$ cat config.mk
export PLATFORM = sky130hd
export DESIGN_NAME = sram_like_arbiter_flat
export DESIGN_NICKNAME = d
export VERILOG_FILES = /design/src/rtl/sram_like_arbiter_if.sv /design/src/rtl/sram_like_arbiter.sv /design/src/flat_wrapper.sv
export SDC_FILE = /design/constraint.sdc
export NUM_CORES = 1
export LEC_CHECK = 0
export ABC_AREA = 0
export CAP_MARGIN = 10
export CORE_AREA = 2 2 124 126
export CTS_BUF_LIST = sky130_fd_sc_hd__clkbuf_4 sky130_fd_sc_hd__clkbuf_8
export DETAILED_ROUTE_END_ITERATION = 7
export DIE_AREA = 0 0 126 128
export PLACE_DENSITY = 0.6
export REMOVE_ABC_BUFFERS = 1
export SYNTH_ARGS = -nofsm -noshare
export SYNTH_HDL_FRONTEND = slang
export SYNTH_SLANG_ARGS = --single-unit
export TNS_END_PERCENT = 5
$ cat constraint.sdc
create_clock -name clk -period 2.46 [get_ports clk]
set_input_delay 0.492 -clock clk [delete_from_list [all_inputs] [get_ports clk]]
set_output_delay 0.492 -clock clk [all_outputs]
set_load 0.05 [all_outputs]
$ cat src/rtl/sram_like_arbiter_if.sv
// SRAM-like request/response bus shared by the CPU masters and the downstream bridge port.
// The master drives the request phase; the slave answers with addr_ok/data_ok/rdata.
interface sram_like_arbiter_if;
  logic        req;
  logic        wr;
  logic [1:0]  size;
  logic [3:0]  wstrb;
  logic [31:0] addr;
  logic [31:0] wdata;
  logic        addr_ok;
  logic        data_ok;
  logic [31:0] rdata;

  modport master (
    output req, wr, size, wstrb, addr, wdata,
    input  addr_ok, data_ok, rdata
  );

  modport slave (
    input  req, wr, size, wstrb, addr, wdata,
    output addr_ok, data_ok, rdata
  );
endinterface

$ cat src/rtl/sram_like_arbiter.sv
// Shares one SRAM-like port between the instruction and data masters: fixed-priority grant with
// lock until acceptance, and an in-order ID FIFO that routes each response to its issuer.
module sram_like_arbiter #(
  parameter int unsigned MAX_OUTSTANDING = 4,
  parameter bit          DATA_FIRST      = 1'b1
) (
  input  logic                       clk,
  input  logic                       reset,
  sram_like_arbiter_if.slave         inst,
  sram_like_arbiter_if.slave         data,
  sram_like_arbiter_if.master        mem,
  output logic                       err_spurious
);

  localparam int unsigned PtrW = (MAX_OUTSTANDING > 1) ? $clog2(MAX_OUTSTANDING) : 1;
  localparam int unsigned CntW = $clog2(MAX_OUTSTANDING + 1);

  typedef enum logic {
    IdInst = 1'b0,
    IdData = 1'b1
  } master_id_e;

  logic            lock_valid_q;
  master_id_e      lock_id_q;
  master_id_e      id_q [MAX_OUTSTANDING];
  logic [PtrW-1:0] wr_ptr_q;
  logic [PtrW-1:0] rd_ptr_q;
  logic [CntW-1:0] count_q;
  logic            err_q;

  logic       grant_valid;
  master_id_e grant_id;
  logic       granted_req;
  logic       full;
  logic       push;
  logic       pop;
  master_id_e pop_id;

  // A pending (unaccepted) request keeps the bus, even if its master withdraws it.
  always_comb begin
    grant_valid = 1'b0;
    grant_id    = IdInst;
    if (reset) begin
      grant_valid = 1'b0;
    end else if (lock_valid_q) begin
      grant_valid = 1'b1;
      grant_id    = lock_id_q;
    end else if (inst.req && data.req) begin
      grant_valid = 1'b1;
      grant_id    = DATA_FIRST ? IdData : IdInst;
    end else if (data.req) begin
      grant_valid = 1'b1;
      grant_id    = IdData;
    end else if (inst.req) begin
      grant_valid = 1'b1;
      grant_id    = IdInst;
    end
  end

  assign granted_req = grant_valid && ((grant_id == IdData) ? data.req : inst.req);
  assign full        = (count_q == CntW'(MAX_OUTSTANDING));

  assign mem.req = granted_req && !full && !reset;

  always_comb begin
    mem.wr    = 1'b0;
    mem.size  = 2'b00;
    mem.wstrb = 4'b0000;
    mem.addr  = 32'h0;
    mem.wdata = 32'h0;
    if (grant_valid) begin
      if (grant_id == IdData) begin
        mem.wr    = data.wr;
        mem.size  = data.size;
        mem.wstrb = data.wstrb;
        mem.addr  = data.addr;
        mem.wdata = data.wdata;
      end else begin
        mem.wr    = inst.wr;
        mem.size  = inst.size;
        mem.wstrb = inst.wstrb;
        mem.addr  = inst.addr;
        mem.wdata = inst.wdata;
      end
    end
  end

  assign push = mem.req && mem.addr_ok;
  assign pop  = !reset && mem.data_ok && (count_q != '0);

  assign pop_id = id_q[rd_ptr_q];

  assign inst.addr_ok = push && (grant_id == IdInst);
  assign data.addr_ok = push && (grant_id == IdData);
  assign inst.data_ok = pop && (pop_id == IdInst);
  assign data.data_ok = pop && (pop_id == IdData);
  assign inst.rdata   = reset ? 32'h0 : mem.rdata;
  assign data.rdata   = reset ? 32'h0 : mem.rdata;

  assign err_spurious = err_q && !reset;

  always_ff @(posedge clk) begin
    if (reset) begin
      lock_valid_q <= 1'b0;
      lock_id_q    <= IdInst;
      wr_ptr_q     <= '0;
      rd_ptr_q     <= '0;
      count_q      <= '0;
      err_q        <= 1'b0;
      for (int i = 0; i < MAX_OUTSTANDING; i++) begin
        id_q[i] <= IdInst;
      end
    end else begin
      if (push) begin
        lock_valid_q <= 1'b0;
      end else if (mem.req) begin
        lock_valid_q <= 1'b1;
        lock_id_q    <= grant_id;
      end

      if (push) begin
        id_q[wr_ptr_q] <= grant_id;
        wr_ptr_q       <= wr_ptr_q + PtrW'(1);
      end
      if (pop) begin
        rd_ptr_q <= rd_ptr_q + PtrW'(1);
      end

      if (push && !pop) begin
        count_q <= count_q + CntW'(1);
      end else if (pop && !push) begin
        count_q <= count_q - CntW'(1);
      end

      if (mem.data_ok && (count_q == '0)) begin
        err_q <= 1'b1;
      end
    end
  end

endmodule

$ cat src/flat_wrapper.sv
// flat-port wrapper written by rule: the top's interface ports become plain ports
module sram_like_arbiter_flat 
#(
  parameter int unsigned MAX_OUTSTANDING = 4,
  parameter bit          DATA_FIRST      = 1'b1
)
  (clk, reset, err_spurious, inst_req, inst_wr, inst_size, inst_wstrb, inst_addr, inst_wdata, inst_addr_ok, inst_data_ok, inst_rdata, data_req, data_wr, data_size, data_wstrb, data_addr, data_wdata, data_addr_ok, data_data_ok, data_rdata, mem_req, mem_wr, mem_size, mem_wstrb, mem_addr, mem_wdata, mem_addr_ok, mem_data_ok, mem_rdata);
  sram_like_arbiter_if inst_i ();
  sram_like_arbiter_if data_i ();
  sram_like_arbiter_if mem_i ();
  input  logic clk;
  input  logic reset;
  output logic err_spurious;
  input wire logic [$bits(inst_i.req)-1:0] inst_req;
  input wire logic [$bits(inst_i.wr)-1:0] inst_wr;
  input wire logic [$bits(inst_i.size)-1:0] inst_size;
  input wire logic [$bits(inst_i.wstrb)-1:0] inst_wstrb;
  input wire logic [$bits(inst_i.addr)-1:0] inst_addr;
  input wire logic [$bits(inst_i.wdata)-1:0] inst_wdata;
  output wire logic [$bits(inst_i.addr_ok)-1:0] inst_addr_ok;
  output wire logic [$bits(inst_i.data_ok)-1:0] inst_data_ok;
  output wire logic [$bits(inst_i.rdata)-1:0] inst_rdata;
  input wire logic [$bits(data_i.req)-1:0] data_req;
  input wire logic [$bits(data_i.wr)-1:0] data_wr;
  input wire logic [$bits(data_i.size)-1:0] data_size;
  input wire logic [$bits(data_i.wstrb)-1:0] data_wstrb;
  input wire logic [$bits(data_i.addr)-1:0] data_addr;
  input wire logic [$bits(data_i.wdata)-1:0] data_wdata;
  output wire logic [$bits(data_i.addr_ok)-1:0] data_addr_ok;
  output wire logic [$bits(data_i.data_ok)-1:0] data_data_ok;
  output wire logic [$bits(data_i.rdata)-1:0] data_rdata;
  output wire logic [$bits(mem_i.req)-1:0] mem_req;
  output wire logic [$bits(mem_i.wr)-1:0] mem_wr;
  output wire logic [$bits(mem_i.size)-1:0] mem_size;
  output wire logic [$bits(mem_i.wstrb)-1:0] mem_wstrb;
  output wire logic [$bits(mem_i.addr)-1:0] mem_addr;
  output wire logic [$bits(mem_i.wdata)-1:0] mem_wdata;
  input wire logic [$bits(mem_i.addr_ok)-1:0] mem_addr_ok;
  input wire logic [$bits(mem_i.data_ok)-1:0] mem_data_ok;
  input wire logic [$bits(mem_i.rdata)-1:0] mem_rdata;
  assign inst_i.req = inst_req;
  assign inst_i.wr = inst_wr;
  assign inst_i.size = inst_size;
  assign inst_i.wstrb = inst_wstrb;
  assign inst_i.addr = inst_addr;
  assign inst_i.wdata = inst_wdata;
  assign inst_addr_ok = inst_i.addr_ok;
  assign inst_data_ok = inst_i.data_ok;
  assign inst_rdata = inst_i.rdata;
  assign data_i.req = data_req;
  assign data_i.wr = data_wr;
  assign data_i.size = data_size;
  assign data_i.wstrb = data_wstrb;
  assign data_i.addr = data_addr;
  assign data_i.wdata = data_wdata;
  assign data_addr_ok = data_i.addr_ok;
  assign data_data_ok = data_i.data_ok;
  assign data_rdata = data_i.rdata;
  assign mem_req = mem_i.req;
  assign mem_wr = mem_i.wr;
  assign mem_size = mem_i.size;
  assign mem_wstrb = mem_i.wstrb;
  assign mem_addr = mem_i.addr;
  assign mem_wdata = mem_i.wdata;
  assign mem_i.addr_ok = mem_addr_ok;
  assign mem_i.data_ok = mem_data_ok;
  assign mem_i.rdata = mem_rdata;
  sram_like_arbiter #(.MAX_OUTSTANDING(MAX_OUTSTANDING), .DATA_FIRST(DATA_FIRST)) u_core (.clk(clk), .reset(reset), .inst(inst_i), .data(data_i), .mem(mem_i), .err_spurious(err_spurious));
endmodule
==> impl_summary.log, run 1 <==
[metrics] endpoint kind of the worst setup timing path: output port
[metrics] cell count after synthesis: approximately 380
[metrics] number of cell rows: 45
[metrics] total grt overflow: 0
[metrics] Final Slew Violations: 0
[metrics] area enclosed by the die boundary: roughly 16000 µm²
[metrics] insertion delay of the later-clocked pin in the worst-skew pair: around 250 ps
[metrics] number of nets in the final layout: 875
[metrics] H-tree level count: 1
[metrics] number of buffers added by the clock tree synthesis step: 3
[metrics] Seq cells post-synth: 16
[metrics] Synth-to-Final Area Change: 203%
[metrics] proportion of layout cells with a drive suffix above 1: a little under two fifths
[metrics] layout filler cell count: 1431
[metrics] drt first-iter violations: around 110
[metrics] placeable core region: between 10000 and 15000 µm²
[metrics] synthesized area per cell: slightly below 6 µm²
[metrics] final critical-path required period: 2410 ps
[metrics] Synth warnings: 0
[metrics] CTS root buf: sky130_fd_sc_hd__clkbuf_8
[metrics] crit path DAT: ~1900 ps
[metrics] total I/O pin count: about 320
[metrics] clock slew at reported path FFs: roughly 70 ps
[metrics] Initial Util: 15.1%
[metrics] first-pass iteration count of the detailed router: 4
[metrics] class of the tightest hold or removal check: register to register
[metrics] Cell Pwr Density: 410 nW/µm²
[metrics] cell accounting for the most synthesized area: sky130_fd_sc_hd__nand2_1
[metrics] cells taking the most area after synthesis: sky130_fd_sc_hd__nand2_1 24%, sky130_fd_sc_hd__a21oi_1 17%, sky130_fd_sc_hd__dfxtp_1 11%, sky130_fd_sc_hd__buf_4 11%, sky130_fd_sc_hd__nor2b_1 9.5%
[metrics] endpoints failing setup: 0
[metrics] number of cells after detailed placement: between 800 and 900
[metrics] placed wire-length estimate: 9990 µm
[metrics] maximum number of pins on one net before global-route repair: between 40 and 50
[metrics] Critical Path, Cell by Cell: mux2i_4 > buf_4 > nor2_4 > buf_12 > buf_12 > buf_16 > nand2_1 > a21oi_1 > buf_12
[metrics] number of hold violations in the final report: 0
[metrics] total track usage: roughly 15%
[metrics] required time of the critical path: about 2000 ps
[metrics] result of the run: completed
[metrics] maximum single-stage delay on the critical path: 360 ps
[metrics] crit path max fanout: 6
[metrics] Worst VDD drop: about 180 µV
[metrics] TritonCTS clock tree: built
[metrics] proportion of synthesized chip area in sequential cells: approximately 16%
[metrics] Clock Tree Buf Depth: 2
[metrics] most numerous cell on the critical path: sky130_fd_sc_hd__buf_12
[metrics] Leakage: roughly 2.9 nW
[metrics] Seq. cell area: ~370 µm²
[metrics] post-synth top area share: a little under a quarter
[metrics] fin cells: 880
[metrics] GPL Wtd Cong: about 0.79
[metrics] number of routed nets with antenna violations: 0
[metrics] synthesized area: roughly 2200 µm²
[metrics] kind of critical path: register to output port
[metrics] initial antenna violation count: 0
[metrics] unrepaired setup endpoints after global routing: yes
[metrics] total via count after detailed routing: ~3700
[metrics] ant diodes: 0
[metrics] DRC errors left: 0
[metrics] CTS Sinks: 16
[metrics] Die X: between 100 and 150 µm
[metrics] Fin Clk Skew: 3.72 ps
[metrics] vias in the first global route: about 3700
[metrics] slowest cell on the critical path: sky130_fd_sc_hd__dfxtp_4
[metrics] portion of the clock cycle consumed by the worst path in the final layout: a little over nine tenths
[metrics] detailed-route wire length: about 14000 µm
[metrics] count of unique library cells instantiated by Yosys: 33
[metrics] post-detailed-route wirelength per cell: about 15 µm
[metrics] worst slew margin relative to its limit: around two thirds
[metrics] total of hold buffers inserted after clock tree synthesis: 0
[metrics] Worst-Margin Slew: between 500 and 600 ps
[metrics] final-layout setup total negative slack: 0 ps
[metrics] number of input and output port buffers inserted: between 300 and 400
[metrics] Max Clock Freq: 416 MHz
[metrics] vertical die dimension: 128 µm
[metrics] post-DR vias/cell: between 4 and 5
[metrics] first-pass GRT wire length: approximately 20000 µm
[metrics] multi-input combinational cell area: between 1500 and 2000 µm²
[metrics] startpoint type of the worst setup path: register
[metrics] max-cap violation count: 0
[power by group]
part	internal (mW)	switching [mW]	leakage (nW)	total, mW
registers	0.323	0.0459	0.142	0.369
clock network	0.142	0.0935	0.0288	0.236
logic	1.06	1.12	2.69	2.18
[through the flow]
step	power (mW)	hold WS, ps	util, %	setup WS (ps)	instance area (µm²)
3_5_place_dp	2.36	470	41.7	-566	6200
3_3_place_gp	2.34	460	41.7	-519	6200
2_1_floorplan	1.31	429	-	-1730	1880
6_report	2.78	486	45.7	53.9	6790
4_1_cts	2.73	488	44.5	-111	6610
5_1_grt	2.91	537	45.7	-2.63	6790
[layout by cell type, fill, tap and decap left out, types with 4 or more instances in the layout]
| cell | n |
|---|---|
| sky130_fd_sc_hd__nor2b_1 | 34 |
| sky130_fd_sc_hd__clkbuf_8 | 4 |
| sky130_fd_sc_hd__a21oi_1 | 30 |
| sky130_fd_sc_hd__xor2_1 | 4 |
| sky130_fd_sc_hd__nor2_1 | 11 |
| sky130_fd_sc_hd__nand2_1 | 140 |
| sky130_fd_sc_hd__buf_4 | 93 |
| sky130_fd_sc_hd__a21oi_2 | 43 |
| sky130_fd_sc_hd__edfxtp_1 | 4 |
| sky130_fd_sc_hd__buf_12 | 84 |
| sky130_fd_sc_hd__nand2b_1 | 6 |
| sky130_fd_sc_hd__inv_1 | 4 |
| sky130_fd_sc_hd__clkdlybuf4s50_1 | 176 |
| sky130_fd_sc_hd__dfxtp_1 | 9 |
| sky130_fd_sc_hd__buf_16 | 6 |
[cells by family after synthesis]
kind of cell | after synthesis | synth area share [%]
adder cells (fa/ha/maj) | 2 | 1.45
AO/OA/AOI/OAI | 82 | 20.0
AND/OR/NAND/NOR | 206 | 40.2
buffers and inverters | 66 | 16.9
multiplexers | 7 | 3.74
XOR/XNOR | 4 | 1.56
flip-flops | 16 | 16.1
[routing by layer]
layer  routed length [µm]  track usage [%]  vias up  share of wire, %
li1                     -                -     1821                 -
met1                 5010             17.0     1655                37
met2                 7110             28.7      198                52
met3                 1300             3.71       15               9.5
met4                  173             3.04        0               1.3
met5                    0                0        -                 0
[Yosys cell counts, drive strengths merged]
cell and number:
ha 1, o31ai 1, nand4 1, nor2b 34, nand3 1, mux4 1, fa 1, o21bai 2
or3 1, mux2 1, dfxtp 12, mux2i 5, nor2 13, nand3b 1, clkbuf 19, xor2 4
nor3 2, a21oi 74, o21ai 1, or2 2, buf 42, a31o 1, inv 5, nor3b 2
nand2b 6, a2111oi 1, a21o 2, edfxtp 4, nand2 143
[final timing paths]
kind | depth (start not counted) | slack [ps] | from | to
min | 2 | 490 | u_core.err_q | u_core.err_q
min reg2reg | 2 | 490 | u_core.err_q | u_core.err_q
max | 9 | 50 | u_core.lock_valid_q | mem_addr[25]
max reg2reg | 10 | 90 | u_core.lock_id_q | u_core.count_q[2]
[area by class of cell]
cell class	instances	area share [%]
repair buffers	366	64.8
well taps	188	3.46
clock buffers	4	0.810
inverters	5	0.276
multi-input cells	301	25.2
flip-flops and latches	16	5.43
[worst max-delay path: cells and delay by family, from the launching register on]
| kind | cells | cell delay, ps |
|---|---|---|
| AO/OA/AOI/OAI | 1 | 250 |
| buffers and inverters | 5 | 690 |
| flip-flops | 1 | 360 |
| AND/OR/NAND/NOR | 2 | 180 |
| multiplexers | 1 | 180 |
[repair_timing]
item / CTS / global route
setup buffers: 3 / 7
endpoints found under the setup margin: 73 / 72
gates resized for setup: 41 / 33
pin swaps: 5 / 6
gates cloned: 6 / 1
(Power assumes the default switching activity.)
==> run 2, diff against run 1 <==
- PLACE_DENSITY: 0.6 -> unset
- PLACE_DENSITY_LB_ADDON: unset -> 0.25
==> run 2 against run 1 <==
  * Clock skew is essentially flat
  * Final cell count shrank 1.0%
  * Critical endpoint is now mem_wdata[20]
  * Sequential share of layout area grew 0.084 points
  * Wire length shrank 6.2%
  * Utilization shrank 1.0 points
  * Power shrank 2.9%
  * Critical path depth grew 2
  * Largest cell class unchanged
  * Flip-flop and latch count is the same
  * Worst setup slack lost 20 ps
  * Die area is the same
  * First-iteration DRC count grew 27%
==> impl_summary.log, run 2 (same netlist as run 1, synthesis figures left out) <==
[metrics] portion of the clock cycle consumed by the worst path in the final layout: 98.6% (was 97.8%)
[metrics] endpoint kind of the worst setup timing path: output port (unchanged)
[metrics] first-pass iteration count of the detailed router: 4 (unchanged)
[metrics] slowest cell on the critical path: sky130_fd_sc_hd__clkdlybuf4s15_2 (was sky130_fd_sc_hd__dfxtp_4)
[metrics] startpoint type of the worst setup path: input port (was register)
[metrics] post-detailed-route wirelength per cell: 14.6 µm (was 15.4 µm)
[metrics] Cell Pwr Density: 407 nW/µm² (was 410 nW/µm²)
[metrics] maximum number of pins on one net before global-route repair: 42 (was 47)
[metrics] Worst R2R Path Depth: 10 (unchanged)
[metrics] Final Slew Violations: 0 (unchanged)
[metrics] first-pass GRT wire length: 19000 µm (was 19400 µm)
[metrics] switching part of the total: 46.6% (was 45.3%)
[metrics] Min-Delay Path Depth: 2 (unchanged)
[metrics] layout filler cell count: 1450 (was 1431)
[metrics] placeable core region: 14900 µm² (unchanged)
[metrics] kind of critical path: input port to output port (was register to output port)
[metrics] Worst VDD drop: 153 µV (was 183 µV)
[metrics] number of cell rows: 45 (unchanged)
[metrics] H-tree level count: 1 (unchanged)
[metrics] Synth-to-Final Area Change: 197% (was 203%)
[metrics] sequential share of power: 13.5% (was 13.3%)
[metrics] total via count after detailed routing: 3622 (was 3689)
[metrics] number of nets in the final layout: 866 (was 875)
[metrics] Fin Clk Skew: 3.85 ps (was 3.72 ps)
[metrics] Initial Util: 15.1% (unchanged)
[metrics] Max Clock Freq: 412 MHz (was 416 MHz)
[metrics] GPL Wtd Cong: 0.832 (was 0.788)
[metrics] overall power after layout: 2.70 mW (was 2.78 mW)
[metrics] capturing point of the worst reg2reg path: u_core.count_q[2] (unchanged)
[metrics] clock slew at reported path FFs: 70 ps (about the same)
[metrics] most numerous cell on the critical path: sky130_fd_sc_hd__buf_4 (was sky130_fd_sc_hd__buf_12)
[metrics] final cell area excluding filler cells: 6650 µm² (was 6790 µm²)
[metrics] number of input and output port buffers inserted: 320 (unchanged)
[metrics] placed wire-length estimate: 9810 µm (was 9990 µm)
[metrics] drt first-iter violations: 133 (was 105)
[metrics] Die X: 126 µm (unchanged)
[metrics] maximum single-stage delay on the critical path: 200 ps (was 360 ps)
[metrics] combinational cell fraction of total power: 78.5% (was 78.3%)
[metrics] Min-Delay Endpoint: u_core.err_q (unchanged)
[metrics] post-DR vias/cell: 4.16 (was 4.19)
[metrics] worst slew margin relative to its limit: 60.8% (was 66.0%)
[metrics] TritonCTS clock tree: built (unchanged)
[metrics] Worst R2R Setup Slack: 80 ps (was 90 ps)
[metrics] crit path max fanout: 16 (was 6)
[metrics] insertion delay of the later-clocked pin in the worst-skew pair: 260 ps (was 250 ps)
[metrics] Clk network pwr share: 8.0% (was 8.5%)
[metrics] final-layout worst hold slack: 481 ps (was 486 ps)
[metrics] ant diodes: 0 (unchanged)
[metrics] initial antenna violation count: 0 (unchanged)
[metrics] most frequent standard cell in the layout excluding fill and tap cells: sky130_fd_sc_hd__clkdlybuf4s50_1 (unchanged)
[metrics] max-cap violation count: 0 (unchanged)
[metrics] Critical Path, Cell by Cell: clkdlybuf4s15_2 > buf_4 > mux2i_4 > buf_4 > nor2_4 > buf_4 > buf_12 > nand2_1 > a21oi_2 > buf_4 > buf_12 (was mux2i_4 > buf_4 > nor2_4 > buf_12 > buf_12 > buf_16 > nand2_1 > a21oi_1 > buf_12)
[metrics] unrepaired setup endpoints after global routing: yes (unchanged)
[metrics] utilization after layout: 44.7% (was 45.7%)
[metrics] class of the tightest hold or removal check: register to register (unchanged)
[metrics] most frequent cells in the layout: 176 x sky130_fd_sc_hd__clkdlybuf4s50_1, 140 x sky130_fd_sc_hd__nand2_1, 91 x sky130_fd_sc_hd__buf_4, 82 x sky130_fd_sc_hd__buf_12, 65 x sky130_fd_sc_hd__a21oi_2 (was 176 x sky130_fd_sc_hd__clkdlybuf4s50_1, 140 x sky130_fd_sc_hd__nand2_1, 93 x sky130_fd_sc_hd__buf_4, 84 x sky130_fd_sc_hd__buf_12, 43 x sky130_fd_sc_hd__a21oi_2)
[metrics] total grt overflow: 0 (unchanged)
[metrics] area of placed instances: 6200 µm² (unchanged)
[metrics] proportion of layout cells with a drive suffix above 1: 39.2% (was 37.3%)
[metrics] switching power: 1.26 mW (about the same)
[metrics] endpoints failing setup: 0 (unchanged)
[metrics] Worst-Margin Slew: 587 ps (was 509 ps)
[metrics] CTS root buf: sky130_fd_sc_hd__clkbuf_8 (unchanged)
[metrics] required time of the critical path: 1970 ps (about the same)
[metrics] total of hold buffers inserted after clock tree synthesis: 0 (unchanged)
[metrics] area enclosed by the die boundary: 16100 µm² (unchanged)
[metrics] DRC errors left: 0 (unchanged)
[metrics] result of the run: completed (unchanged)
[metrics] number of buffers added by the clock tree synthesis step: 3 (unchanged)
[metrics] Setup crit start: data_req (was u_core.lock_valid_q)
[metrics] total track usage: 14.5% (was 15.1%)
[metrics] vertical die dimension: 128 µm (unchanged)
[metrics] CTS Sinks: 16 (unchanged)
[metrics] beginning of the worst register-to-register path: u_core.lock_id_q (unchanged)
[metrics] crit path DAT: 1930 ps (was 1910 ps)
[metrics] detailed-route wire length: 12800 µm (was 13600 µm)
[metrics] cell internal power dissipation: 1.44 mW (was 1.52 mW)
[metrics] Leakage: 2.75 nW (was 2.86 nW)
[metrics] vias in the first global route: 3672 (was 3657)
[metrics] final critical-path required period: 2430 ps (was 2410 ps)
[metrics] total I/O pin count: 321 (unchanged)
[metrics] hold path startpoint: u_core.err_q (unchanged)
[metrics] Clock Tree Buf Depth: 2 (unchanged)
[metrics] number of hold violations in the final report: 0 (unchanged)
[metrics] number of routed nets with antenna violations: 0 (unchanged)
[run 2: changes by cell type in the layout (fill, tap and decap cells not counted), sizes merged]
cell           change
buf                -8
clkbuf             -2
bufbuf             -1
clkdlybuf4s15      +1
clkinv             +1
[run 2: worst max-delay path by stage]
stage / to / cells past startpoint
floorplan: mem_addr[0] / 4
global placement: u_core.count_q[2] / 11
detailed placement: u_core.count_q[2] / 11
CTS: mem_addr[7] / 12
global route: mem_wdata[20] / 11
finish: mem_wdata[20] / 11
[run 2: critical path, delay by kind of cell]
kind,cells,cell delay [ps]
buffers and inverters,7,1000
and+or+nand+nor,2,210
muxes,1,60
AOI/OAI and AO/OA,1,150
[run 2: metrics by stage]
stage                     worst slack (ps)  cells  setup TNS [ps]
final                                 33.7    871               0
after global routing                 -35.2    871            -149
after CTS                            -51.8    872            -407
after detailed placement              -544    859          -18410
after global placement                -515    859          -18720
after floorplan                      -1730    322         -125250
[run 2: routing by layer]
metal / track usage (%) / vias up / part of all wire, %
met5: 0 / - / 0
met4: 2.20 / 0 / 0.48
met3: 4.42 / 5 / 9.9
met2: 29.0 / 190 / 55
met1: 15.0 / 1623 / 35
li1: - / 1804 / -
[run 2: area by class of cell]
| type | count | area [µm²] | share of cell area (%) |
|---|---|---|---|
| Sequential cell | 16 | 367 | 5.52 |
| Tap cell | 188 | 235 | 3.54 |
| Clock inverter | 1 | 3.75 | 0.0565 |
| Multi-Input combinational cell | 301 | 1780 | 26.8 |
| Clock buffer | 3 | 41.3 | 0.621 |
| Timing Repair Buffer | 357 | 4200 | 63.2 |
| Inverter | 5 | 18.8 | 0.282 |
[run 2: timing repair]
item | CTS | global route
pin swaps | 5 | 5
setup buffers | 6 | 0
resized for setup | 47 | 42
gates cloned | 3 | 0
setup endpoints to repair | 73 | 54
[run 2: power by group through the flow]
stage	registers, mW	logic (mW)	clock network [mW]
after detailed placement	0.366	2.00	0
after global routing	0.372	2.23	0.225
after CTS	0.363	2.11	0.214
final	0.365	2.12	0.215
after floorplan	0.361	0.947	0
after global placement	0.363	1.99	0
==> run 3, diff against run 2 <==
- REMOVE_ABC_BUFFERS: 1 -> unset
==> run 3 against run 2 <==
  * Wire length is 5.3% lower
  * Flip-flop and latch count unchanged
  * First-iteration DRC count decreased by 32%
  * Power fell by 2.8%
  * Via count shrank 1.6%
  * Cell area decreased by 3.6%
  * Clock-buffer cell count up 1
  * Clock power increased by 9.8%
  * Final cell count down 1.5%
  * Clock skew rose by 2.4 ps
  * Combinational power is 5% lower
==> impl_summary.log, run 3 (same netlist as run 1, synthesis figures left out) <==
[metrics] Final Slew Violations: 0 (unchanged)
[metrics] sequential share of power: 14.2% (was 13.5%)
[metrics] CTS root buf: sky130_fd_sc_hd__clkbuf_8 (unchanged)
[metrics] proportion of layout cells with a drive suffix above 1: 32.4% (was 39.2%)
[metrics] drt first-iter violations: 90 (was 133)
[metrics] class of the tightest hold or removal check: register to register (unchanged)
[metrics] total of hold buffers inserted after clock tree synthesis: 0 (unchanged)
[metrics] post-DR vias/cell: 4.15 (was 4.16)
[metrics] number of cell rows: 45 (unchanged)
[metrics] hold path startpoint: u_core.err_q (unchanged)
[metrics] first-pass GRT wire length: 18400 µm (was 19000 µm)
[metrics] layout filler cell count: 1480 (was 1450)
[metrics] overall power after layout: 2.63 mW (was 2.70 mW)
[metrics] Die X: 126 µm (unchanged)
[metrics] vias in the first global route: 3661 (was 3672)
[metrics] total track usage: 13.9% (was 14.5%)
[metrics] area of placed instances: 6160 µm² (was 6200 µm²)
[metrics] fin cells: 858 (was 871)
[metrics] utilization after layout: 43.1% (was 44.7%)
[metrics] first-pass iteration count of the detailed router: 4 (unchanged)
[metrics] beginning of the worst register-to-register path: u_core.lock_id_q (unchanged)
[metrics] number of cells after detailed placement: 850 (was 859)
[metrics] switching part of the total: 45.9% (was 46.6%)
[metrics] final critical-path required period: 2380 ps (was 2430 ps)
[metrics] post-detailed-route wirelength per cell: 14.1 µm (was 14.6 µm)
[metrics] placeable core region: 14900 µm² (unchanged)
[metrics] switching power: 1.21 mW (was 1.26 mW)
[metrics] Worst-Margin Slew: 585 ps (was 587 ps)
[metrics] crit path max fanout: 21 (was 16)
[metrics] minimum setup slack after placement: -428 ps (was -544 ps)
[metrics] Largest delay share family, worst path: buffers and inverters (unchanged)
[metrics] portion of the clock cycle consumed by the worst path in the final layout: 96.6% (was 98.6%)
[metrics] worst slew margin relative to its limit: 60.9% (was 60.8%)
[metrics] Worst R2R Path Depth: 10 (unchanged)
[metrics] Clk network pwr share: 9.0% (was 8.0%)
[metrics] most frequent standard cell in the layout excluding fill and tap cells: sky130_fd_sc_hd__clkdlybuf4s50_1 (unchanged)
[metrics] kind of critical path: register to output port (was input port to output port)
[metrics] number of nets in the final layout: 853 (was 866)
[metrics] number of routed nets with antenna violations: 0 (unchanged)
[metrics] endpoints failing setup: 0 (unchanged)
[metrics] vertical die dimension: 128 µm (unchanged)
[metrics] Seq. cell area: 365 µm² (was 367 µm²)
[metrics] final-layout worst hold slack: 467 ps (was 481 ps)
[metrics] Worst VDD drop: 150 µV (was 153 µV)
[metrics] clock slew at reported path FFs: 70 ps (about the same)
[metrics] cell internal power dissipation: 1.42 mW (was 1.44 mW)
[metrics] final cell area excluding filler cells: 6410 µm² (was 6650 µm²)
[metrics] area enclosed by the die boundary: 16100 µm² (unchanged)
[metrics] maximum single-stage delay on the critical path: 370 ps (was 200 ps)
[metrics] total via count after detailed routing: 3564 (was 3622)
[metrics] Clock Tree Buf Depth: 2 (unchanged)
[metrics] result of the run: completed (unchanged)
[metrics] post-synthesis net count: 565
[metrics] multi-input combinational cell area: 1660 µm² (was 1780 µm²)
[metrics] Worst R2R Setup Slack: 140 ps (was 80 ps)
[metrics] number of input and output port buffers inserted: 320 (unchanged)
[metrics] Cell Pwr Density: 410 nW/µm² (was 407 nW/µm²)
[metrics] capturing point of the worst reg2reg path: u_core.count_q[2] (unchanged)
[metrics] insertion delay of the later-clocked pin in the worst-skew pair: 250 ps (was 260 ps)
[metrics] total I/O pin count: 321 (unchanged)
[metrics] crit path DAT: 1880 ps (was 1930 ps)
[metrics] startpoint type of the worst setup path: register (was input port)
[metrics] initial antenna violation count: 0 (unchanged)
[metrics] slowest cell on the critical path: sky130_fd_sc_hd__dfxtp_4 (was sky130_fd_sc_hd__clkdlybuf4s15_2)
[metrics] endpoint kind of the worst setup timing path: output port (unchanged)
[metrics] most frequent cells in the layout: 176 x sky130_fd_sc_hd__clkdlybuf4s50_1, 142 x sky130_fd_sc_hd__nand2_1, 81 x sky130_fd_sc_hd__buf_12, 81 x sky130_fd_sc_hd__buf_4, 48 x sky130_fd_sc_hd__a21oi_1 (was 176 x sky130_fd_sc_hd__clkdlybuf4s50_1, 140 x sky130_fd_sc_hd__nand2_1, 91 x sky130_fd_sc_hd__buf_4, 82 x sky130_fd_sc_hd__buf_12, 65 x sky130_fd_sc_hd__a21oi_2)
[metrics] buffers and inverters on the worst path: 4 (was 7)
[metrics] total grt overflow: 0 (unchanged)
[metrics] combinational cell fraction of total power: 76.8% (was 78.5%)
[metrics] maximum number of pins on one net before global-route repair: 37 (was 42)
[metrics] Min-Delay Endpoint: u_core.err_q (unchanged)
[metrics] number of buffers added by the clock tree synthesis step: 3 (unchanged)
[metrics] TritonCTS clock tree: built (unchanged)
[metrics] Leakage: 2.69 nW (was 2.75 nW)
[metrics] Critical Path, Cell by Cell: mux2i_4 > buf_4 > nor2_4 > buf_6 > buf_16 > nand2_1 > a21oi_2 > buf_12 (was clkdlybuf4s15_2 > buf_4 > mux2i_4 > buf_4 > nor2_4 > buf_4 > buf_12 > nand2_1 > a21oi_2 > buf_4 > buf_12)
[metrics] Synth-to-Final Area Change: 186% (was 197%)
[metrics] Max Clock Freq: 421 MHz (was 412 MHz)
[metrics] Min-Delay Path Depth: 2 (unchanged)
[metrics] ant diodes: 0 (unchanged)
[metrics] Initial Util: 15.1% (unchanged)
[metrics] final-layout setup total negative slack: 0 ps (unchanged)
[metrics] Fin Clk Skew: 6.26 ps (was 3.85 ps)
[metrics] worst path setup slack after routing: 83.9 ps (was 33.7 ps)
[metrics] DRC errors left: 0 (unchanged)
[metrics] placed wire-length estimate: 9710 µm (was 9810 µm)
[metrics] number of hold violations in the final report: 0 (unchanged)
[metrics] detailed-route wire length: 12100 µm (was 12800 µm)
[metrics] H-tree level count: 1 (unchanged)
[metrics] required time of the critical path: 1970 ps (about the same)
[metrics] CTS Sinks: 16 (unchanged)
[metrics] GPL Wtd Cong: 0.834 (was 0.832)
[metrics] max-cap violation count: 0 (unchanged)
-- run 3: cell count changes in the layout (fill, tap and decap cells not counted), moves of 2 or more --
cell                      delta
sky130_fd_sc_hd__a21oi_2    -39
sky130_fd_sc_hd__buf_4      -10
sky130_fd_sc_hd__nor2_1      -2
sky130_fd_sc_hd__nand2_1     +2
sky130_fd_sc_hd__a21oi_1    +39
sky130_fd_sc_hd__nand2_2     -2
sky130_fd_sc_hd__buf_6       -2
sky130_fd_sc_hd__nor2_2      +2
-- run 3: tightest hold or removal path: cells and delay by family (launching register included) --
family             cells  cell delay [ps]
DFF                    1              330
and+or+nand+nor        1               70
AOI/OAI and AO/OA      1               40
-- run 3: power groups by stage --
stage	Sequential, mW	Clock, mW	Combinational [mW]
5_1_grt	0.382	0.255	2.12
3_3_place_gp	0.373	0	1.95
3_5_place_dp	0.376	0	1.96
2_1_floorplan	0.364	0	1.02
6_report	0.374	0.236	2.02
4_1_cts	0.373	0.245	2.03
-- run 3: worst max-delay path by stage --
stage,cells after the start,from,end,slack [ps]
floorplan,10,data_req,u_core.count_q[2],-310
global placement,11,data_req,u_core.count_q[2],-340
detailed placement,11,data_req,u_core.count_q[2],-430
CTS,8,data_req,mem_wdata[19],-3
global route,8,u_core.lock_valid_q,mem_addr[30],-5
finish,8,u_core.lock_valid_q,mem_addr[30],80
-- run 3: final cells by class --
type | count | share of cell area (%)
Timing Repair Buffer | 344 | 63.6
Multi-Input combinational cell | 301 | 25.9
Sequential cell | 16 | 5.70
Tap cell | 188 | 3.67
Clock buffer | 4 | 0.859
Inverter | 5 | 0.293
-- run 3: timing repair --
action | in CTS | in global routing
endpoints found under the setup margin | 73 | 50
gates cloned | 2 | 0
setup buffers | 1 | 1
pin swaps | 1 | 3
resized for setup | 34 | 8
-- run 3: metal layers --
layer	wire, µm	GRT usage, %	vias to the layer above
met2	6150	25.5	183
met1	4530	15.9	1595
li1	-	-	1770
met5	0	0	-
met4	199	2.84	0
met3	1200	4.47	16
